File: src/rtl/serial_subtractor.sv
// Bit-serial two's-complement subtractor: diff = a - b, one bit per clock, LSB first.
// A single borrow flop replaces the ripple chain; operands and results use ready/valid.
module serial_subtractor #(
    parameter int N = 32
) (
    input  logic         clk,
    input  logic         rst,
    input  logic         in_valid,
    output logic         in_ready,
    input  logic [N-1:0] a,
    input  logic [N-1:0] b,
    output logic         out_valid,
    input  logic         out_ready,
    output logic [N-1:0] diff,
    output logic         borrow_out,
    output logic         zero,
    output logic         negative,
    output logic         overflow
);
    localparam int CW = $clog2(N) + 1;

    localparam logic [1:0] IDLE = 2'd0;
    localparam logic [1:0] RUN  = 2'd1;
    localparam logic [1:0] DONE = 2'd2;

    logic [1:0]    state_q, state_d;
    logic [N-1:0]  a_sh_q, a_sh_d;
    logic [N-1:0]  b_sh_q, b_sh_d;
    logic [N-1:0]  res_q, res_d;
    logic [CW-1:0] cnt_q, cnt_d;
    logic          brw_q, brw_d;
    logic          amsb_q, amsb_d;
    logic          bmsb_q, bmsb_d;
    logic          brw_out_q, brw_out_d;
    logic          zero_q, zero_d;
    logic          neg_q, neg_d;
    logic          ovf_q, ovf_d;

    logic ai, bi, di, brw_nxt;
    logic [N-1:0] res_shift;

    assign ai        = a_sh_q[0];
    assign bi        = b_sh_q[0];
    assign di        = ai ^ bi ^ brw_q;
    assign brw_nxt   = (~ai & bi) | (~(ai ^ bi) & brw_q);
    // New bit enters at the MSB so the first (LSB) bit lands in bit 0 after N shifts.
    assign res_shift = {di, res_q[N-1:1]};

    assign in_ready   = (state_q == IDLE) && !rst;
    assign out_valid  = (state_q == DONE);
    assign diff       = res_q;
    assign borrow_out = brw_out_q;
    assign zero       = zero_q;
    assign negative   = neg_q;
    assign overflow   = ovf_q;

    always_comb begin
        state_d   = state_q;
        a_sh_d    = a_sh_q;
        b_sh_d    = b_sh_q;
        res_d     = res_q;
        cnt_d     = cnt_q;
        brw_d     = brw_q;
        amsb_d    = amsb_q;
        bmsb_d    = bmsb_q;
        brw_out_d = brw_out_q;
        zero_d    = zero_q;
        neg_d     = neg_q;
        ovf_d     = ovf_q;
        case (state_q)
            IDLE: begin
                if (in_valid && in_ready) begin
                    a_sh_d  = a;
                    b_sh_d  = b;
                    amsb_d  = a[N-1];
                    bmsb_d  = b[N-1];
                    brw_d   = 1'b0;
                    cnt_d   = '0;
                    state_d = RUN;
                end
            end
            RUN: begin
                a_sh_d = a_sh_q >> 1;
                b_sh_d = b_sh_q >> 1;
                res_d  = res_shift;
                brw_d  = brw_nxt;
                cnt_d  = cnt_q + 1'b1;
                if (cnt_q == CW'(N - 1)) begin
                    // Flags come from the completed result, not the partial register.
                    brw_out_d = brw_nxt;
                    zero_d    = (res_shift == '0);
                    neg_d     = di;
                    ovf_d     = (amsb_q ^ bmsb_q) & (di ^ amsb_q);
                    state_d   = DONE;
                end
            end
            DONE: begin
                if (out_ready) state_d = IDLE;
            end
            default: state_d = IDLE;
        endcase
    end

    always_ff @(posedge clk) begin
        if (rst) begin
            state_q   <= IDLE;
            a_sh_q    <= '0;
            b_sh_q    <= '0;
            res_q     <= '0;
            cnt_q     <= '0;
            brw_q     <= 1'b0;
            amsb_q    <= 1'b0;
            bmsb_q    <= 1'b0;
            brw_out_q <= 1'b0;
            zero_q    <= 1'b0;
            neg_q     <= 1'b0;
            ovf_q     <= 1'b0;
        end else begin
            state_q   <= state_d;
            a_sh_q    <= a_sh_d;
            b_sh_q    <= b_sh_d;
            res_q     <= res_d;
            cnt_q     <= cnt_d;
            brw_q     <= brw_d;
            amsb_q    <= amsb_d;
            bmsb_q    <= bmsb_d;
            brw_out_q <= brw_out_d;
            zero_q    <= zero_d;
            neg_q     <= neg_d;
            ovf_q     <= ovf_d;
        end
    end
endmodule
File: config.mk
export PLATFORM = sky130hd
export DESIGN_NAME = serial_subtractor
export DESIGN_NICKNAME = d
export VERILOG_FILES = /design/src/rtl/serial_subtractor.sv
export SDC_FILE = /design/constraint.sdc
export NUM_CORES = 1
export LEC_CHECK = 0
export CORE_MARGIN = 8
export CORE_UTILIZATION = 35
export CTS_CLUSTER_DIAMETER = 30
export DETAILED_ROUTE_END_ITERATION = 8
export GPL_TIMING_DRIVEN = 0
export SLEW_MARGIN = 25
export SYNTH_ARGS = -nofsm -noshare
export SYNTH_HDL_FRONTEND = slang
export SYNTH_SLANG_ARGS = --single-unit
File: constraint.sdc
create_clock -name clk -period 1.9 [get_ports clk]
set_input_delay 0.19 -clock clk [delete_from_list [all_inputs] [get_ports clk]]
set_output_delay 0.19 -clock clk [all_outputs]
set_load 0.1 [all_outputs]
==> metrics.txt <==
status=finished, final reports clean; GP Congestion=between 0.7 and 0.8; Pwr Total=approximately 5.0 mW; Fillers=1268; crit path DAT=roughly 1.7 ns; PwrDens=819 nW/um^2; Crit-path slowest cell=dlygate4sd2_1; leak pwr=2.31 nW; grt total ovfl=0; clk sinks=approximately 110; I/O Buffers=104; worst-path fanout max=4; Yosys warning count=0; largest net degree at the start of global routing=16; Hold Path Depth=4; Yosys reg bits=111; actual slew at the worst max-slew pin=1.01 ns; Peak VDD IR=562 uV; R2R Path Start=b_sh_q[0]; compound-gate portion of the synthesized area=0.134; Cells after Synth=566; Switching Share=0.247; sequential share of power=0.505; nets=approximately 750; GRT Total Usage=0.159; Post-synth top cells=dfxtp_1, nor2_1, nand2_1; kind of cell adding the most delay to the critical path=buffers and inverters; initial DRC count=approximately 230; capturing point of the worst reg2reg path=overflow; Synth cell types=38; internal reg-to-reg setup slack=around 0.17 ns; Switch Pwr=1.22 mW; DRT Pass-1 Iters=4; area grow syn2layout=32.7%; hold endpoint=zero; fraction of layout cells with a size suffix above 1=0.0686; Worst EP required=between 1.5 and 2 ns; sequential fraction of the synthesis area=0.488; Max Cap Viol=0; # rows=41; Clock Latency Late Sink=0.35 ns; Crit Path Class=register to output port; Post-CTS Setup Bufs=0; CTS root buffer=clkbuf_16; crit-path cells=dlygate4sd2_1; fmax=541 MHz; die width=130 um; # setup viols final=0; ANT nets after route=0; simple-gate portion of the synthesized area=0.305; CTS tree=built; adder-cell share of the synthesized area=0.00714; WP depth=1; Ports=between 100 and 150; initial core utilization=0.360; Synth area leaders=dfxtp_1, a21oi_1, nor2_1; worst path buffer plus inverter count=1; most frequent cell after synthesis=dfxtp_1; Mapped Area=between 4000 and 5000 um^2; Hold Buf Count CTS=0; DRC Markers=0; Slew HR=0.328; clock skew=0.00549 ns; WL per Instance=15.3 um; multiplexer share of the synthesized area=0; largest family of logic cells by synthesized area=simple AND/OR/NAND/NOR gates; routed wire length=13.1 mm; RSZ-0062 raised after global routing=no; CP startpoint kind=register; die area=16900 um^2; Slew Limit Fails=0; HP Start=rst; Primary FF master, synth=dfxtp_1; Post-synth EDFFs=0; vias in the first global route=4319; first-pass GRT wire length=21.3 mm; total number of vias=around 4.4k; Combinational Power Share=0.132; post-synth top area share=0.488; via/cell ratio=5.15; crit path capture type=output port; xor-xnor portion of the synthesized cell area=0; Final min period=around 1.8 ns; Die H=130 um; Syn Nets=636; Inserted Clock Buffers=9; Worst Reg-to-Reg Cells=5; Ant. Diodes=0; Worst Hold Class=input pin to register; CTS Buffer Depth=2; Tcrit/Tclk final=0.973; P_int=3.73 mW; antenna violations before repair=0; H-tree Lvls=3; Setup TNS=0 ns; syn avg cell area=approximately 8.0 um^2; clock power share=0.363; Hold Fails Final Rpt=0; clk slew on worst S/H paths=0.07 ns; Async SR Flop Fraction=0; DP HPWL=9.57 mm; cell accounting for the most synthesized area=dfxtp_1; Slowest Stage Delay on Critical Path=0.90 ns; CORE AREA=~13000 um^2
==> power groups by stage <==
stage	logic [mW]	clock network, mW	registers, mW
3_3_place_gp	0.645	0	2.55
5_1_grt	0.726	1.94	2.51
3_5_place_dp	0.660	0	2.55
6_report	0.654	1.80	2.50
2_1_floorplan	0.389	0	2.55
4_1_cts	0.660	1.85	2.50
==> kinds of logic after synthesis <==
family                   Yosys count
AO/OA/AOI/OAI                    101
AND/OR/NAND/NOR                  297
buffers and inverters             55
adder cells (fa/ha/maj)            2
flip-flops                       111
==> stage by stage <==
stage / setup WS [ns] / cell area [um^2] / hold WS (ns) / utilization / std cells
final: 0.0521 / 6050 / 0.371 / 0.477 / 857
after global routing: 0.00418 / 6050 / 0.398 / 0.477 / 857
after CTS: -0.00759 / 6060 / 0.357 / 0.478 / 857
after detailed placement: -0.870 / 5820 / 0.452 / 0.459 / 842
after global placement: -0.850 / 5820 / 0.455 / 0.459 / 842
after floorplan: -0.200 / 4560 / 0.349 / - / 566
==> worst max path at each step <==
stage,from,to
floorplan,rst,in_ready
global placement,rst,in_ready
detailed placement,rst,in_ready
CTS,rst,in_ready
global route,diff[29],diff[29]
finish,diff[23],diff[23]
==> final cells by class <==
type,count,area (um^2),area share
Buffer,53,298,0.0492
Clock buffer,15,278,0.0459
Inverter,2,7.51,0.00124
Multi-Input combinational cell,400,2040,0.337
Sequential cell,111,2220,0.368
Tap cell,172,215,0.0356
Timing Repair Buffer,104,986,0.163
==> sequential cells by signal, indices dropped and copies added (netlist names) <==
name and cells:
a_sh_q 32, b_sh_q 32, diff 32, cnt_q 6, state_q 2, amsb_q 1
bmsb_q 1, borrow_out 1, brw_q 1, negative 1, overflow 1, zero 1
==> routing by layer <==
layer | global-route usage | vias to the layer above | wire length (um)
met5 | 0 | - | 0
met3 | 0.0730 | 13 | 1220
met1 | 0.196 | 2076 | 5970
met4 | 0.0499 | 0 | 206
met2 | 0.240 | 105 | 5720
li1 | - | 2219 | -
==> placed cells by master (no fill, tap or decap), types with 4 or more instances in the layout <==
cell type	instances
dfxtp_1	110
nor2_1	83
nand2_1	77
clkdlybuf4s50_1	66
a21oi_1	64
nor4_1	47
nor3_1	43
dlygate4sd2_1	36
nand3_1	28
a22oi_1	22
clkbuf_1	21
buf_2	12
clkbuf_16	9
buf_6	8
buf_1	8
buf_4	6
nand2b_1	4
==> timing repair <==
item	in CTS	in global routing
endpoints found under the setup margin	38	11
pin swaps	0	0
resized for setup	44	6
No activity file was read; power rests on OpenSTA's default activity.
